## config.mk

```make
export PLATFORM = sky130hd
export DESIGN_NAME = memwb_reg_flat
export DESIGN_NICKNAME = d
export VERILOG_FILES = /design/src/rtl/memwb_reg_if.sv /design/src/rtl/memwb_reg.sv /design/src/flat_wrapper.sv
export SDC_FILE = /design/constraint.sdc
export NUM_CORES = 1
export LEC_CHECK = 0
export ABC_AREA = 1
export BUFFER_PORTS_ARGS = -buffer_cell sky130_fd_sc_hd__buf_2
export CELL_PAD_IN_SITES_DETAIL_PLACEMENT = 1
export CELL_PAD_IN_SITES_GLOBAL_PLACEMENT = 1
export CORE_UTILIZATION = 38
export DETAILED_ROUTE_END_ITERATION = 10
export PLACE_DENSITY = 0.95
export RECOVER_POWER = 25
export SKIP_LAST_GASP = 1
export SYNTH_ARGS = -nofsm -noshare
export SYNTH_HDL_FRONTEND = slang
export SYNTH_SLANG_ARGS = --single-unit
```

## constraint.sdc

```tcl
create_clock -name cpu_clk_50M -period 4.5 [get_ports cpu_clk_50M]
set_clock_uncertainty 0.15 [all_clocks]
set_input_delay 0.9 -clock cpu_clk_50M [delete_from_list [all_inputs] [get_ports cpu_clk_50M]]
set_output_delay 0.9 -clock cpu_clk_50M [all_outputs]
set_load 0.05 [all_outputs]
```

## src/rtl/memwb_reg_if.sv

```systemverilog
// MEM->WB boundary bundle: pipeline controls, MEM-stage fields, memory response, WB outputs.
// Latency: none; this is wiring only.
// Backpressure: stall_mem/stall_wb/flush from the hazard unit; mem_data_ok releases the MEM stall.
interface memwb_reg_if #(
  parameter int DATA_W = 32,
  parameter int REG_AW = 5
);
  // Pipeline control
  logic                  stall_mem;
  logic                  stall_wb;
  logic                  flush;

  // MEM-stage instruction fields
  logic [REG_AW-1:0]     mem_wa;
  logic                  mem_wreg;
  logic [DATA_W-1:0]     mem_dreg;
  logic                  mem_mreg;
  logic [3:0]            mem_dre;
  logic                  mem_sign;
  logic                  mem_whilo;
  logic [2*DATA_W-1:0]   mem_hilo;
  logic                  mem_cp0_we;
  logic [REG_AW-1:0]     mem_cp0_waddr;
  logic [DATA_W-1:0]     mem_cp0_wdata;

  // Data-memory response
  logic                  data_ok;
  logic [DATA_W-1:0]     data_rdata;
  logic                  mem_data_ok;

  // Write-back stage fields
  logic [REG_AW-1:0]     wb_wa;
  logic                  wb_wreg;
  logic [DATA_W-1:0]     wb_wd;
  logic                  wb_whilo;
  logic [2*DATA_W-1:0]   wb_hilo;
  logic                  wb_cp0_we;
  logic [REG_AW-1:0]     wb_cp0_waddr;
  logic [DATA_W-1:0]     wb_cp0_wdata;

  // Driver side: pipeline and memory feed the register
  modport master (
    output stall_mem, stall_wb, flush,
    output mem_wa, mem_wreg, mem_dreg, mem_mreg, mem_dre, mem_sign,
    output mem_whilo, mem_hilo, mem_cp0_we, mem_cp0_waddr, mem_cp0_wdata,
    output data_ok, data_rdata,
    input  mem_data_ok,
    input  wb_wa, wb_wreg, wb_wd, wb_whilo, wb_hilo,
    input  wb_cp0_we, wb_cp0_waddr, wb_cp0_wdata
  );

  // Register side
  modport slave (
    input  stall_mem, stall_wb, flush,
    input  mem_wa, mem_wreg, mem_dreg, mem_mreg, mem_dre, mem_sign,
    input  mem_whilo, mem_hilo, mem_cp0_we, mem_cp0_waddr, mem_cp0_wdata,
    input  data_ok, data_rdata,
    output mem_data_ok,
    output wb_wa, wb_wreg, wb_wd, wb_whilo, wb_hilo,
    output wb_cp0_we, wb_cp0_waddr, wb_cp0_wdata
  );
endinterface

```

## src/rtl/memwb_reg.sv

```systemverilog
// MEM/WB pipeline register: holds the data-memory read response, extracts/extends the load, registers WB controls.
// Latency: 1 cycle MEM->WB; mem_data_ok rises the cycle after data_ok. Optional macro LOAD_BYTE_SWAP_EN.
// Backpressure: flush > bubble (stall_mem & !stall_wb) > advance (!stall_mem) > hold.
module memwb_reg #(
  parameter int DATA_W = 32,
  parameter int REG_AW = 5
) (
  input  logic           cpu_clk_50M,
  input  logic           cpu_rst_n,
  memwb_reg_if.slave     bus
);

  localparam logic [0:0] IDLE = 1'b0;
  localparam logic [0:0] HELD = 1'b1;

  logic [0:0]          state_q,        state_d;
  logic [DATA_W-1:0]   hold_q,         hold_d;
  logic [REG_AW-1:0]   wb_wa_q,        wb_wa_d;
  logic                wb_wreg_q,      wb_wreg_d;
  logic [DATA_W-1:0]   wb_wd_q,        wb_wd_d;
  logic                wb_whilo_q,     wb_whilo_d;
  logic [2*DATA_W-1:0] wb_hilo_q,      wb_hilo_d;
  logic                wb_cp0_we_q,    wb_cp0_we_d;
  logic [REG_AW-1:0]   wb_cp0_waddr_q, wb_cp0_waddr_d;
  logic [DATA_W-1:0]   wb_cp0_wdata_q, wb_cp0_wdata_d;

  // Byte-swapped storage applies only to the local region (kseg/low memory and boot ROM).
  logic swap_en;
`ifdef LOAD_BYTE_SWAP_EN
  assign swap_en = (bus.mem_dreg[31:28] == 4'h8) ||
                   (bus.mem_dreg[31:28] == 4'h0) ||
                   (bus.mem_dreg[31:20] == 12'hbfc);
`else
  assign swap_en = 1'b0;
`endif

  // Lane extraction and extension of the held read word
  logic [DATA_W-1:0] load_wd;
  logic [7:0]        byte_v;
  logic [15:0]       half_v;
  logic              is_byte;
  logic              is_half;

  always_comb begin
    load_wd = '0;
    byte_v  = 8'h00;
    half_v  = 16'h0000;
    is_byte = 1'b0;
    is_half = 1'b0;
    case (bus.mem_dre)
      4'b1000: begin byte_v = hold_q[31:24]; is_byte = 1'b1; end
      4'b0100: begin byte_v = hold_q[23:16]; is_byte = 1'b1; end
      4'b0010: begin byte_v = hold_q[15:8];  is_byte = 1'b1; end
      4'b0001: begin byte_v = hold_q[7:0];   is_byte = 1'b1; end
      4'b1100: begin
        half_v  = swap_en ? {hold_q[23:16], hold_q[31:24]} : hold_q[31:16];
        is_half = 1'b1;
      end
      4'b0011: begin
        half_v  = swap_en ? {hold_q[7:0], hold_q[15:8]} : hold_q[15:0];
        is_half = 1'b1;
      end
      4'b1111: begin
        load_wd = swap_en ? {hold_q[7:0], hold_q[15:8], hold_q[23:16], hold_q[31:24]}
                          : hold_q;
      end
      default: load_wd = '0;
    endcase
    if (is_byte) begin
      load_wd = {{(DATA_W-8){bus.mem_sign & byte_v[7]}}, byte_v};
    end else if (is_half) begin
      load_wd = {{(DATA_W-16){bus.mem_sign & half_v[15]}}, half_v};
    end
  end

  // Next-state: response capture, then flush > bubble > advance > hold
  always_comb begin
    state_d        = state_q;
    hold_d         = hold_q;
    wb_wa_d        = wb_wa_q;
    wb_wreg_d      = wb_wreg_q;
    wb_wd_d        = wb_wd_q;
    wb_whilo_d     = wb_whilo_q;
    wb_hilo_d      = wb_hilo_q;
    wb_cp0_we_d    = wb_cp0_we_q;
    wb_cp0_waddr_d = wb_cp0_waddr_q;
    wb_cp0_wdata_d = wb_cp0_wdata_q;

    // A second data_ok while HELD is a protocol violation; the first response wins.
    if (state_q == IDLE && bus.data_ok) begin
      hold_d  = bus.data_rdata;
      state_d = HELD;
    end

    if (bus.flush) begin
      state_d        = IDLE;
      wb_wa_d        = '0;
      wb_wreg_d      = 1'b0;
      wb_wd_d        = '0;
      wb_whilo_d     = 1'b0;
      wb_hilo_d      = '0;
      wb_cp0_we_d    = 1'b0;
      wb_cp0_waddr_d = '0;
      wb_cp0_wdata_d = '0;
    end else if (bus.stall_mem && !bus.stall_wb) begin
      wb_wa_d        = '0;
      wb_wreg_d      = 1'b0;
      wb_wd_d        = '0;
      wb_whilo_d     = 1'b0;
      wb_hilo_d      = '0;
      wb_cp0_we_d    = 1'b0;
      wb_cp0_waddr_d = '0;
      wb_cp0_wdata_d = '0;
    end else if (!bus.stall_mem) begin
      // Advancing instruction consumes any held response.
      state_d        = IDLE;
      wb_wa_d        = bus.mem_wa;
      wb_wreg_d      = bus.mem_wreg;
      wb_wd_d        = bus.mem_mreg ? load_wd : bus.mem_dreg;
      wb_whilo_d     = bus.mem_whilo;
      wb_hilo_d      = bus.mem_hilo;
      wb_cp0_we_d    = bus.mem_cp0_we;
      wb_cp0_waddr_d = bus.mem_cp0_waddr;
      wb_cp0_wdata_d = bus.mem_cp0_wdata;
    end
  end

  // State, hold buffer and WB fields
  always_ff @(posedge cpu_clk_50M or negedge cpu_rst_n) begin
    if (!cpu_rst_n) begin
      state_q        <= IDLE;
      hold_q         <= '0;
      wb_wa_q        <= '0;
      wb_wreg_q      <= 1'b0;
      wb_wd_q        <= '0;
      wb_whilo_q     <= 1'b0;
      wb_hilo_q      <= '0;
      wb_cp0_we_q    <= 1'b0;
      wb_cp0_waddr_q <= '0;
      wb_cp0_wdata_q <= '0;
    end else begin
      state_q        <= state_d;
      hold_q         <= hold_d;
      wb_wa_q        <= wb_wa_d;
      wb_wreg_q      <= wb_wreg_d;
      wb_wd_q        <= wb_wd_d;
      wb_whilo_q     <= wb_whilo_d;
      wb_hilo_q      <= wb_hilo_d;
      wb_cp0_we_q    <= wb_cp0_we_d;
      wb_cp0_waddr_q <= wb_cp0_waddr_d;
      wb_cp0_wdata_q <= wb_cp0_wdata_d;
    end
  end

  assign bus.mem_data_ok  = (state_q == HELD);
  assign bus.wb_wa        = wb_wa_q;
  assign bus.wb_wreg      = wb_wreg_q;
  assign bus.wb_wd        = wb_wd_q;
  assign bus.wb_whilo     = wb_whilo_q;
  assign bus.wb_hilo      = wb_hilo_q;
  assign bus.wb_cp0_we    = wb_cp0_we_q;
  assign bus.wb_cp0_waddr = wb_cp0_waddr_q;
  assign bus.wb_cp0_wdata = wb_cp0_wdata_q;

endmodule

```

## src/flat_wrapper.sv

```systemverilog
// flat-port wrapper written by rule: the top's interface ports become plain ports
module memwb_reg_flat 
#(
  parameter int DATA_W = 32,
  parameter int REG_AW = 5
)
  (cpu_clk_50M, cpu_rst_n, bus_stall_mem, bus_stall_wb, bus_flush, bus_mem_wa, bus_mem_wreg, bus_mem_dreg, bus_mem_mreg, bus_mem_dre, bus_mem_sign, bus_mem_whilo, bus_mem_hilo, bus_mem_cp0_we, bus_mem_cp0_waddr, bus_mem_cp0_wdata, bus_data_ok, bus_data_rdata, bus_mem_data_ok, bus_wb_wa, bus_wb_wreg, bus_wb_wd, bus_wb_whilo, bus_wb_hilo, bus_wb_cp0_we, bus_wb_cp0_waddr, bus_wb_cp0_wdata);
  memwb_reg_if #(.DATA_W(DATA_W), .REG_AW(REG_AW)) bus_i ();
  input  logic cpu_clk_50M;
  input  logic cpu_rst_n;
  input wire logic [$bits(bus_i.stall_mem)-1:0] bus_stall_mem;
  input wire logic [$bits(bus_i.stall_wb)-1:0] bus_stall_wb;
  input wire logic [$bits(bus_i.flush)-1:0] bus_flush;
  input wire logic [$bits(bus_i.mem_wa)-1:0] bus_mem_wa;
  input wire logic [$bits(bus_i.mem_wreg)-1:0] bus_mem_wreg;
  input wire logic [$bits(bus_i.mem_dreg)-1:0] bus_mem_dreg;
  input wire logic [$bits(bus_i.mem_mreg)-1:0] bus_mem_mreg;
  input wire logic [$bits(bus_i.mem_dre)-1:0] bus_mem_dre;
  input wire logic [$bits(bus_i.mem_sign)-1:0] bus_mem_sign;
  input wire logic [$bits(bus_i.mem_whilo)-1:0] bus_mem_whilo;
  input wire logic [$bits(bus_i.mem_hilo)-1:0] bus_mem_hilo;
  input wire logic [$bits(bus_i.mem_cp0_we)-1:0] bus_mem_cp0_we;
  input wire logic [$bits(bus_i.mem_cp0_waddr)-1:0] bus_mem_cp0_waddr;
  input wire logic [$bits(bus_i.mem_cp0_wdata)-1:0] bus_mem_cp0_wdata;
  input wire logic [$bits(bus_i.data_ok)-1:0] bus_data_ok;
  input wire logic [$bits(bus_i.data_rdata)-1:0] bus_data_rdata;
  output wire logic [$bits(bus_i.mem_data_ok)-1:0] bus_mem_data_ok;
  output wire logic [$bits(bus_i.wb_wa)-1:0] bus_wb_wa;
  output wire logic [$bits(bus_i.wb_wreg)-1:0] bus_wb_wreg;
  output wire logic [$bits(bus_i.wb_wd)-1:0] bus_wb_wd;
  output wire logic [$bits(bus_i.wb_whilo)-1:0] bus_wb_whilo;
  output wire logic [$bits(bus_i.wb_hilo)-1:0] bus_wb_hilo;
  output wire logic [$bits(bus_i.wb_cp0_we)-1:0] bus_wb_cp0_we;
  output wire logic [$bits(bus_i.wb_cp0_waddr)-1:0] bus_wb_cp0_waddr;
  output wire logic [$bits(bus_i.wb_cp0_wdata)-1:0] bus_wb_cp0_wdata;
  assign bus_i.stall_mem = bus_stall_mem;
  assign bus_i.stall_wb = bus_stall_wb;
  assign bus_i.flush = bus_flush;
  assign bus_i.mem_wa = bus_mem_wa;
  assign bus_i.mem_wreg = bus_mem_wreg;
  assign bus_i.mem_dreg = bus_mem_dreg;
  assign bus_i.mem_mreg = bus_mem_mreg;
  assign bus_i.mem_dre = bus_mem_dre;
  assign bus_i.mem_sign = bus_mem_sign;
  assign bus_i.mem_whilo = bus_mem_whilo;
  assign bus_i.mem_hilo = bus_mem_hilo;
  assign bus_i.mem_cp0_we = bus_mem_cp0_we;
  assign bus_i.mem_cp0_waddr = bus_mem_cp0_waddr;
  assign bus_i.mem_cp0_wdata = bus_mem_cp0_wdata;
  assign bus_i.data_ok = bus_data_ok;
  assign bus_i.data_rdata = bus_data_rdata;
  assign bus_mem_data_ok = bus_i.mem_data_ok;
  assign bus_wb_wa = bus_i.wb_wa;
  assign bus_wb_wreg = bus_i.wb_wreg;
  assign bus_wb_wd = bus_i.wb_wd;
  assign bus_wb_whilo = bus_i.wb_whilo;
  assign bus_wb_hilo = bus_i.wb_hilo;
  assign bus_wb_cp0_we = bus_i.wb_cp0_we;
  assign bus_wb_cp0_waddr = bus_i.wb_cp0_waddr;
  assign bus_wb_cp0_wdata = bus_i.wb_cp0_wdata;
  memwb_reg #(.DATA_W(DATA_W), .REG_AW(REG_AW)) u_core (.cpu_clk_50M(cpu_clk_50M), .cpu_rst_n(cpu_rst_n), .bus(bus_i));
endmodule
```

## Yosys cells after proc, flatten, opt, wreduce, memory -nomap -nowiden

Cells that the tools add are included.

- Mux-type cells: 36
- Equal/unequal tests: 8
- Reductions and logical operators: 5
- Bitwise operators: 3

Operators by type and width:

| operator | number |
|---|---|
| $mux W32 | 10 |
| $mux W64 | 3 |
| $pmux W16 S2 | 1 |
| $pmux W8 S4 | 1 |
| $mux W5 | 6 |
| $mux W1 | 15 |
| $eq A4 B4 Y1 const B | 3 |
| $eq A4 B2 Y1 const B | 2 |
| $eq A4 B1 Y1 const B | 1 |
| $eq A4 B3 Y1 const B | 1 |
| $reduce_or A4 Y1 | 1 |
| $ne A3 B1 Y1 const B | 1 |
| $and A1 B1 Y1 | 2 |
| $logic_and A1 B1 Y1 | 2 |
| $reduce_or A2 Y1 | 1 |
| $logic_not A1 Y1 | 1 |
| $not A1 Y1 | 1 |

- Output and inout port bits: 142
- Register bits: 174
- Logic and storage cells: 62
- Bits of input ports: 185

## Logic depth before layout (Yosys ltp)

Gate-level depths: netlist of the first run.

- Word-level depth: 9
- Mapped depth: 12
- Mapped depth without buffers: 11

## Worst setup path before layout of the first run

No wires, ideal clock.

- Path type: input -> register
- Start point: input bus_mem_dre[0]
- End point: register u_core.wb_wd_q[22] (netlist: u_core.bus.wb_wd[22])
- Stages: 11
- Arrival: 1.997 ns
- Setup slack: 2.235 ns
- Cells stage by stage: nor2_2 -> nand2_1 -> nand2_1 -> nand2_1 -> buf_2 -> nand3_1 -> nand2_1 -> nand2_1 -> nand2_1 -> nand2_1 -> nand2_1

- Word-level cells in the longest chain between the ends: 9
- Elaborated cells on any way between the ends: 22

RTL lines:

| what | line | text |
|---|---|---|
| start: declaration | flat_wrapper.sv:18 | `input wire logic [$bits(bus_i.mem_dre)-1:0] bus_mem_dre;` |
| $eq A4 B2 Y1 / $eq A4 B4 Y1 (equally long branches) | memwb_reg.sv:50 | `case (bus.mem_dre)` |
| $pmux W16 S2 / $reduce_or A2 Y1 (equally long branches) | - |  |
| $and A1 B1 Y1 / $mux W1 (equally long branches) | memwb_reg.sv:72, memwb_reg.sv:50 |  |
| $mux W32 | memwb_reg.sv:71 | `end else if (is_half) begin` |
| $mux W32 * | memwb_reg.sv:69 | `if (is_byte) begin` |
| $mux W32 * | memwb_reg.sv:119 | `wb_wd_d = bus.mem_mreg ? load_wd : bus.mem_dreg;` |
| $mux W32 * | memwb_reg.sv:114 | `end else if (!bus.stall_mem) begin` |
| $mux W32 * | memwb_reg.sv:105 | `end else if (bus.stall_mem && !bus.stall_wb) begin` |
| $mux W32 * | memwb_reg.sv:95 | `if (bus.flush) begin` |
| end signal: assignment | memwb_reg.sv:146 | `wb_wd_q <= wb_wd_d;` |
| end: declaration | memwb_reg.sv:20 | `logic [DATA_W-1:0] wb_wd_q, wb_wd_d;` |

Mark *: on every way between the ends. The rest lies on a longest branch, timed or not. The select of a mux whose other input is x is not followed.
A chain may end at the register's enable or synchronous reset.

==> metrics, run 1 <==
outcome finished with violations; failing checks capacitance limit, slew limit; Yosys top cell by area dfrtp_1; Crit Reg-Reg Startpoint u_core.hold_q[7]; FFs w/ async S/R, synth 100.0%; Ports about 330; Placer Congestion 0.8733; Synthesis Warnings 0; Mapped Cells about 800; Max Fclk between 300 and 400 MHz; die width around 140 um; Die Height roughly 140 um; FF/Latch Area roughly 4400 um2; Post-synth EDFFs 0; post-synthesis net count ~970; utilization after layout 51.20%; Cell Pwr Density about 400 nW/um2; post-detailed-route DRC marker count 0; CTS clk-pin slew, worst paths about 0.080 ns; Setup WS post-layout ~1.4 ns; CP arrival approximately 3.0 ns; overall global routing resource usage around 27%; total core area roughly 20000 um2; Congestion Overflow GR 0; fillcell total between 2000 and 2500; Detailed Routing Iterations Pass 1 4; Clock Sink Count roughly 170; Core Rows slightly above 50; pre-CTS setup slack 1.148 ns; Buf/Inv on CP 2; met2 Resource Use GR 44.31%; share of layout cells above drive strength 1 36.24%; Yosys top cell area share a little under three fifths; Crit Path Category in2async; met1 usage 34.12%; Worst R2R Setup Slack ~2.7 ns; #FFs+latches synth approximately 170; P&R area growth vs syn 31.96%; top cells by area, synth dfrtp_1 (57%), a22o_1 (13%), nand2_1 (10%); Synth Cell Area approximately 7600 um2; max cap viols 1; Tightest Pin Transition roughly 2.1 ns; Startpoint Class input pin; CP max-delay cell clkbuf_2; M3 GR Usage about 7.2%; Slew HR -40.32%; Critical Path End Type async pin; Lkg Pwr 5.635 nW; via-per-instance ratio 5.241; fin crit share roughly two thirds; Resized cells post-CTS 0; multi-input combinational cell area between 2000 and 3000 um2; drt wl/cell roughly 20 um; Avg Inst Size Synth 9.602 um2; CTS Buffer Depth 2; DRT antenna net count 0; Seq/Total Area, Yosys about 57%; clk_lat worst skew 0.43 ns; DP HPWL just over 20000 um; worst reg2reg path endpoint u_core.bus.wb_wd[10]; antenna violations before repair 5; gr busiest metal met2; Fin. Hold Viols 0; CTS Buf Count 17; first-pass GRT wire length 41420 um; Primary FF master, synth dfrtp_1; biggest cell delay along the critical path between 1.5 and 2 ns; die area 20510 um2; Layout Nets about 1300; worst r2r path cells 8; vias in the first global route roughly 7400; Initial Util 38.80%; hold buffers post-CTS 0; DR vias 7175; Post-CTS Setup Inserts 0; TNS Setup 0 ns; Final setup viols 0; RSZ-0062 raised after global routing no; Peak VDD IR 267.4 uV; Hold WC Path Type in2async; clk root buf clkbuf_16; cell with the most instances after synthesis nand2_1; Post-synth top cells nand2_1 (208), dfrtp_1 (174), a22o_1 (109), nor2_1 (88), nand3_1 (63); kind of cell adding the most delay to the critical path buffers and inverters; CTS tree built; port bufs between 300 and 400; H-tree depth 4; Slew Limit Fails a little under 90; worst-path maximum fanout 86; synth unique cells 26; CP Cell Sequence buf_6 > clkbuf_2; Post-Route WL 27740 um; 1st-iter DRT viols slightly above 500; pin count of the biggest net entering global routing ~110; Final min period slightly above 3 ns; Critical Path RT roughly 4.5 ns
worst max-delay path by stage:
stage / to / from / cells after the start
2_1_floorplan: u_core.bus.wb_wd[22] / bus_mem_dre[0] / 11
3_3_place_gp: u_core.bus.wb_wd[7] / bus_mem_dre[2] / 9
3_5_place_dp: u_core.bus.wb_wd[23] / bus_mem_dre[3] / 11
4_1_cts: u_core.bus.wb_wd[23] / bus_mem_dre[3] / 11
5_1_grt: u_core.bus.wb_cp0_wdata[19] / cpu_rst_n / 2
6_report: u_core.bus.wb_cp0_wdata[19] / cpu_rst_n / 2
cell families after synthesis:
kind of cell / after synthesis / synth area share (%)
AO/OA/AOI/OAI: 149 / 15.84
buffers and inverters: 79 / 4.162
flip-flops: 174 / 57.47
multiplexers: 19 / 2.824
AND/OR/NAND/NOR: 368 / 19.70
metal layers:
metal | vias up | part of all wire [%]
li1 | 3292 | -
met5 | - | 0.072
met3 | 43 | 6.5
met2 | 282 | 49
met4 | 4 | 2.1
met1 | 3554 | 42
per-stage QoR:
| step | hold slack [ns] | area (um2) | instances | power (W) |
|---|---|---|---|---|
| finish | 0.2707 | 9997 | 1369 | 0.003986 |
| global route | 0.2964 | 9992 | 1367 | 0.004143 |
| CTS | 0.2960 | 10000 | 1366 | 0.004014 |
| detailed placement | 0.3168 | 9407 | 1334 | 0.002500 |
| global placement | 0.3077 | 9407 | 1334 | 0.002472 |
| floorplan | 0.3533 | 7576 | 789 | 0.002213 |
flip-flops by register name (all words and copies together) (netlist names):
register	count
u_core.bus.wb_wreg	1
u_core.bus.mem_data_ok	1
u_core.bus.wb_cp0_we	1
u_core.bus.wb_cp0_wdata	32
u_core.bus.wb_hilo	64
u_core.hold_q	32
u_core.bus.wb_whilo	1
u_core.bus.wb_wd	32
u_core.bus.wb_wa	5
u_core.bus.wb_cp0_waddr	5
where the power goes:
group | switching [W] | total, W | internal (W) | leakage (nW)
logic | 0.000514 | 0.000731 | 0.000217 | 3.08
registers | 0.0000813 | 0.00174 | 0.00166 | 2.27
clock network | 0.000717 | 0.00151 | 0.000795 | 0.292
placed cells by master, fill, tap and decap left out, types with 2 or more instances in the layout:
cell type	n
buf_2	325
nand2_1	208
dfrtp_1	174
a22o_1	109
nor2_1	87
nand3_1	63
inv_1	20
mux2_2	19
clkbuf_16	17
a21oi_1	13
a22oi_1	7
buf_4	7
o21ai_0	6
o211ai_1	6
o22ai_1	5
nor2_2	4
inv_8	4
diode_2	3
inv_2	3
inv_6	3
clkinv_4	3
nor2_4	2
nand2_2	2
clkinv_8	2
cell type report:
class                      instances  area share, %
multi-input combinational        536          29.15
clock buffer                      17          4.255
antenna                            3        0.07509
tap                              265          3.317
clock inverter                    15          1.727
sequential                       174          43.55
inverter                          25         0.9637
timing repair buffer             334          16.96
Note: power is estimated with default switching activity, not from simulation.
==> run 2, diff against run 1 <==
--- a/config.mk
+++ b/config.mk
@@ -9,9 +9,9 @@
 export BUFFER_PORTS_ARGS = -buffer_cell sky130_fd_sc_hd__buf_2
 export CELL_PAD_IN_SITES_DETAIL_PLACEMENT = 1
 export CELL_PAD_IN_SITES_GLOBAL_PLACEMENT = 1
-export CORE_UTILIZATION = 38
+export CORE_UTILIZATION = 35
 export DETAILED_ROUTE_END_ITERATION = 10
-export PLACE_DENSITY = 0.95
+export PLACE_DENSITY = 0.89
 export RECOVER_POWER = 25
 export SKIP_LAST_GASP = 1
 export SYNTH_ARGS = -nofsm -noshare
==> constraint.sdc (replaced) <==
create_clock -name cpu_clk_50M -period 3 [get_ports cpu_clk_50M]
set_clock_uncertainty 0.15 [all_clocks]
set_input_delay 0.6 -clock cpu_clk_50M [delete_from_list [all_inputs] [get_ports cpu_clk_50M]]
set_output_delay 0.6 -clock cpu_clk_50M [all_outputs]
set_load 0.05 [all_outputs]
==> run 2 against run 1 <==
The run still ends with capacitance limit, slew limit left; critical path depth increased by 1; global-route usage decreased by 2.2 points; sequential power is 51% higher; final area increased by 0.70%; flip-flop and latch count unchanged; combinational power up 50%; non-clock buffer count up 6; largest cell class unchanged; register-to-register slack worse by 1.6 ns; power rose by 48%; die area increased by 8.4%; routed wire length decreased by 1.6%; via count decreased by 0.15%.
==> metrics, run 2 (same netlist as run 1, synthesis figures left out) <==
outcome finished with violations; failing checks capacitance limit, slew limit; Crit Path Category in2async; worst-path maximum fanout 61; Startpoint Class input pin; Hold WC Path Type in2reg; Sequential Power Share 44.3%; vias in the first global route 7631; pin count of the biggest net entering global routing 96; clk root buf clkbuf_16; CTS tree built; fillcell total 2536; port bufs approximately 330; share of power burned in combinational logic a little under a fifth; Worst R2R Setup Slack between 1 and 1.5 ns; Post-CTS Setup Inserts 0; post-detailed-route DRC marker count 0; Crit Reg-Reg Startpoint u_core.bus.mem_data_ok; clk_lat worst skew ~0.43 ns; Lkg Pwr between 5 and 6 nW; Detailed Routing Iterations Pass 1 4; Congestion Overflow GR 0; Fin. Hold Viols 0; total core area about 21000 um2; max cap viols 1; Slew HR -4.299%; CP Cell Sequence dlygate4sd3_1 > clkbuf_2 > buf_12; FF/Latch Area between 4000 and 5000 um2; CTS Buf Count 17; overall global routing resource usage around 25%; Layout Nets around 1300; multi-input combinational cell area 2907 um2; fin crit share between 70% and 80%; biggest cell delay along the critical path about 1.1 ns; die width ~150 um; worst r2r path cells 4; P&R area growth vs syn 32.88%; drt wl/cell 19.74 um; Post-Route WL between 20000 and 30000 um; DRT antenna net count 0; Hold Path Stages 2; Max Fclk 436.9 MHz; post-route design area 10070 um2; antenna violations before repair 3; share of layout cells above drive strength 1 between 30% and 40%; RSZ-0062 raised after global routing no; Tightest Pin Transition approximately 1.6 ns; dpl cell area 9507 um2; kind of cell adding the most delay to the critical path buffers and inverters; 1st-iter DRT viols 351; CP max-delay cell clkbuf_2; hold worst-path end u_core.bus.wb_hilo[15]; Core Rows 53; Ports between 300 and 400; Initial Util a little over a third; Int Power roughly 0.0039 W; Final min period 2.289 ns; Buf/Inv on CP 3; CTS clk-pin slew, worst paths around 0.08 ns; max reg flops between 60 and 70; H-tree depth 4; commonest non-fill, non-tap cell in the layout buf_2; Critical Path RT roughly 3.4 ns; DR vias just over 7000; hold_sp bus_mem_hilo[15]; via-per-instance ratio slightly above 5; die area roughly 22000 um2; worst reg2reg path endpoint u_core.hold_q[10]; switching pwr 0.001975 W; TNS Setup 0 ns; Total Power between 0.005 and 0.006 W; first-pass GRT wire length approximately 42000 um; Critical Path End Type async pin; most frequent cells in the layout buf_2 (323), nand2_1 (208), dfrtp_1 (174); Clock Sink Count between 150 and 200; Placer Congestion approximately 0.89; CP arrival approximately 2.7 ns; Final setup viols 0; CTS Buffer Depth 2; Slew Limit Fails 60; utilization after layout ~48%; Peak VDD IR 266.8 uV; Clk pwr share around 37%; Sw Ratio between 30% and 40%; Die Height about 150 um; DP HPWL ~20000 um; Cell Pwr Density between 500 and 600 nW/um2
## run 2: cell count changes in the layout (fill, tap and decap cells not counted), moves of 2 or more
cell	change
buf_2	-2
clkbuf_2	+2
inv_6	-2
clkinvlp_4	+2
clkbuf_1	+2
buf_12	+4
## run 2: layer usage
metal	vias up	GRT usage [%]	share of wire (%)
li1	3292	-	-
met1	3547	32.40	43
met2	269	40.23	49
met3	54	4.740	5.4
met4	2	10.41	3.0
met5	-	0	0.040
## run 2: worst register-to-register path, stage by stage (launching register included)
cell	delay (ns)
dfrtp_1	0.37
inv_1	0.05
nand2_1	0.06
clkbuf_2	0.74
mux2_2	0.44
## run 2: per-stage QoR
stage / instances / hold WS (ns) / worst slack (ns)
5_1_grt: 1383 / 0.2114 / 0.4115
4_1_cts: 1381 / 0.2119 / 0.9545
3_3_place_gp: 1349 / 0.3098 / 0.5644
2_1_floorplan: 789 / 0.1544 / 1.035
6_report: 1383 / 0.2354 / 0.7114
3_5_place_dp: 1349 / 0.3122 / 0.4994
## run 2: power groups by stage
stage               Clock (W)  Combinational [W]  Sequential, W
finish                0.00219            0.00110        0.00262
global route          0.00231            0.00119        0.00263
CTS                   0.00224            0.00112        0.00261
detailed placement          0            0.00111        0.00266
global placement            0            0.00108        0.00265
floorplan                   0           0.000361        0.00296
## run 2: how the worst max path moves through the flow
| stage | from | to | slack, ns | depth (start not counted) |
|---|---|---|---|---|
| 4_1_cts | bus_mem_dre[0] | u_core.bus.wb_wd[22] | 0.95 | 11 |
| 2_1_floorplan | bus_mem_dre[0] | u_core.bus.wb_wd[22] | 1.04 | 11 |
| 5_1_grt | cpu_rst_n | u_core.bus.wb_hilo[48] | 0.41 | 3 |
| 3_3_place_gp | bus_mem_dre[0] | u_core.bus.wb_wd[25] | 0.56 | 11 |
| 3_5_place_dp | bus_mem_dre[0] | u_core.bus.wb_wd[22] | 0.50 | 11 |
| 6_report | cpu_rst_n | u_core.bus.wb_hilo[48] | 0.71 | 3 |
## run 2: layout make-up
| class | instances | area share [%] |
|---|---|---|
| sequential | 174 | 43.25 |
| multi-input combinational | 536 | 28.87 |
| timing repair buffer | 340 | 17.70 |
| clock buffer | 17 | 4.226 |
| tap | 275 | 3.418 |
| clock inverter | 14 | 1.529 |
| inverter | 25 | 0.9570 |
| antenna | 2 | 0.04971 |
## run 2: timing repair
| item | CTS | global route |
|---|---|---|
| resized for setup | 0 | 0 |
| hold buffers | 1 | 0 |
| endpoints found under the hold margin | 10 | 0 |
==> run 3, diff against run 2 <==
--- a/config.mk
+++ b/config.mk
@@ -5,13 +5,13 @@
 export SDC_FILE = /design/constraint.sdc
 export NUM_CORES = 1
 export LEC_CHECK = 0
-export ABC_AREA = 1
+export ABC_AREA = 0
 export BUFFER_PORTS_ARGS = -buffer_cell sky130_fd_sc_hd__buf_2
 export CELL_PAD_IN_SITES_DETAIL_PLACEMENT = 1
 export CELL_PAD_IN_SITES_GLOBAL_PLACEMENT = 1
-export CORE_UTILIZATION = 35
+export CORE_UTILIZATION = 32
 export DETAILED_ROUTE_END_ITERATION = 10
-export PLACE_DENSITY = 0.89
+export PLACE_DENSITY = 0.85
 export RECOVER_POWER = 25
 export SKIP_LAST_GASP = 1
 export SYNTH_ARGS = -nofsm -noshare
==> constraint.sdc (replaced) <==
create_clock -name cpu_clk_50M -period 1.9 [get_ports cpu_clk_50M]
set_clock_uncertainty 0.15 [all_clocks]
set_input_delay 0.38 -clock cpu_clk_50M [delete_from_list [all_inputs] [get_ports cpu_clk_50M]]
set_output_delay 0.38 -clock cpu_clk_50M [all_outputs]
set_load 0.05 [all_outputs]
==> run 3 against run 2 <==
The run now ends clean; global-route usage decreased by 1.2 points; register-to-register slack got worse by 0.89 ns; power increased by 62%; largest power group unchanged.
==> metrics, run 3 <==
outcome complete, no violations; CTS Buf Count 17; overall global routing resource usage a little under a quarter; Synth Area in Compound Gates a little over a quarter; Congestion Overflow GR 0; Hold Path Stages 2; via-per-instance ratio 5.225; total core area approximately 23000 um2; fin cells 1296; Lkg Pwr ~5.4 nW; Buf/Inv on CP 1; Cell Pwr Density 913.1 nW/um2; CTS tree built; Ports ~330; Worst R2R Setup Slack a little under 0.2 ns; Critical Path End Type register; port bufs 326; Slew HR between 40% and 50%; kind of cell adding the most delay to the critical path compound AO/OA/AOI/OAI gates; Hold WC Path Type in2reg; Clock Sink Count 174; mux share of post-synthesis cell area 3.525%; CTS Buffer Depth 2; biggest cell delay along the critical path ~0.43 ns; Post-synth top cells dfrtp_1 (174), a22o_1 (114), nand2_1 (49), o21ai_0 (45), a21oi_1 (38); clk root buf clkbuf_16; Post-Synth Simple-Gate Area about 6.1%; Synth Area in Adders 0%; CTS clk-pin slew, worst paths about 0.080 ns; commonest non-fill, non-tap cell in the layout buf_2; Detailed Routing Iterations Pass 1 5; hold worst-path end u_core.bus.wb_hilo[6]; dpl cell area around 9700 um2; antenna violations before repair 6; #FFs+latches synth around 170; vias in the first global route approximately 7300; cell with the most instances after synthesis dfrtp_1; Seq/Total Area, Yosys about three fifths; Core Rows 55; DRT antenna net count 0; die area approximately 24000 um2; worst r2r path cells 6; Initial Util between 30 and 40%; utilization after layout 46.49%; worst-path maximum fanout 24; DP HPWL 20200 um; P&R area growth vs syn 42.79%; CP Cell Sequence nand3b_1 > a21boi_0 > o21a_1 > o211ai_1 > buf_12 > o21ai_0; Final setup viols 0; share of layout cells above drive strength 1 a little over two fifths; Primary FF master, synth dfrtp_1; Crit Reg-Reg Startpoint u_core.hold_q[31]; max cap viols 0; Die Height 153.5 um; Slew Limit Fails 0; drt wl/cell between 20 and 25 um; Mapped Cells between 600 and 700; placed cell count approximately 1200; Critical Path RT 2.04 ns; H-tree depth 4; post-detailed-route DRC marker count 0; first-pass GRT wire length around 43000 um; Placer Congestion about 0.88; top cells by area, synth dfrtp_1 (59%), a22o_1 (14%), mux2_2 (3.5%); TNS Setup 0 ns; most frequent cells in the layout buf_2 (324), dfrtp_1 (174), a22o_1 (114); Post-Route WL around 27000 um; Peak VDD IR about 550 uV; post-route design area between 10000 and 15000 um2; fin crit share 89.57%; 1st-iter DRT viols between 300 and 400; pin count of the biggest net entering global routing 43; Yosys top cell by area dfrtp_1; DR vias 6771; clk_lat worst skew 0.43 ns; largest family of logic cells by synthesized area compound AO/OA/AOI/OAI gates; Final min period roughly 1.7 ns; Synth Cell Area 7348 um2; Synthesis Warnings 0; synth unique cells 44; Tightest Pin Transition 0.8209 ns; post-synthesis net count roughly 800; die width 153.5 um; worst reg2reg path endpoint u_core.bus.wb_wd[8]; Avg Inst Size Synth approximately 12 um2; Layout Nets 1178; Yosys top cell area share between 50% and 60%; Fin. Hold Viols 0; post-synthesis xor/xnor area fraction 0.1192%; Crit Path Category reg2reg; Max Fclk 587.6 MHz; Resized cells post-CTS 0; CP max-delay cell dfrtp_1; FFs w/ async S/R, synth 100.0%; Post-synth EDFFs 0; Startpoint Class register; max reg flops 64; CP arrival between 1.5 and 2 ns; hold_sp bus_mem_hilo[6]; RSZ-0062 raised after global routing no
## run 3: worst register-to-register path: stages (launching register included)
cell	delay, ns
dfrtp_1	0.43
nand3b_1	0.10
a21boi_0	0.12
o21a_1	0.21
o211ai_1	0.25
buf_12	0.20
o21ai_0	0.12
## run 3: report_power, final
group	switching, W	internal, W
clock network	0.00177	0.00192
registers	0.000197	0.00393
logic	0.00115	0.000613
## run 3: timing repair
action	CTS	global route
setup buffers	0	0
endpoints found under the setup margin	0	0
hold buffers	21	0
endpoints found under the hold margin	54	0
## run 3: cell families (layout without fill, tap and decap cells)
group	Yosys count	after routing
compound gates	272	272
xor+xnor	1	1
buf+inv	67	441
flops	174	174
mux	23	23
other cells	0	5
simple gates	95	95
## run 3: how the worst max path moves through the flow
stage	from	endpoint	depth (start not counted)
2_1_floorplan	u_core.bus.mem_data_ok	u_core.hold_q[10]	4
3_3_place_gp	bus_mem_dre[0]	u_core.bus.wb_wd[13]	8
3_5_place_dp	bus_mem_dre[3]	u_core.bus.wb_wd[7]	6
4_1_cts	u_core.hold_q[23]	u_core.bus.wb_wd[8]	6
5_1_grt	u_core.hold_q[31]	u_core.bus.wb_wd[31]	6
6_report	u_core.hold_q[31]	u_core.bus.wb_wd[8]	6
## run 3: layout make-up
class | instances | area, um2
Antenna cell | 5 | 12.51
Clock buffer | 17 | 425.4
Clock inverter | 15 | 188.9
Fill cell | 2559 | 12080
Inverter | 11 | 41.29
Multi-Input combinational cell | 391 | 2706
Sequential cell | 174 | 4354
Tap cell | 285 | 356.6
Timing Repair Buffer | 398 | 2407
## run 3: through the flow
stage | worst slack [ns] | power (W) | hold WS [ns]
detailed placement | -0.2123 | 0.005936 | 0.1399
floorplan | 0.02318 | 0.005147 | -0.06559
CTS | 0.2029 | 0.009678 | 0.00009209
finish | 0.1982 | 0.009581 | 0.01712
global route | 0.04078 | 0.009948 | 0.004078
global placement | -0.1498 | 0.005886 | 0.1383
## run 3: per-layer routing
layer	part of all wire, %	wire, um	up-vias	GRT usage (%)
met5	0.044	12	-	0
met4	2.7	743	2	9.333
met3	5.3	1439	41	4.453
met2	50	13510	245	38.98
met1	42	11540	3399	30.58
li1	-	-	3084	-
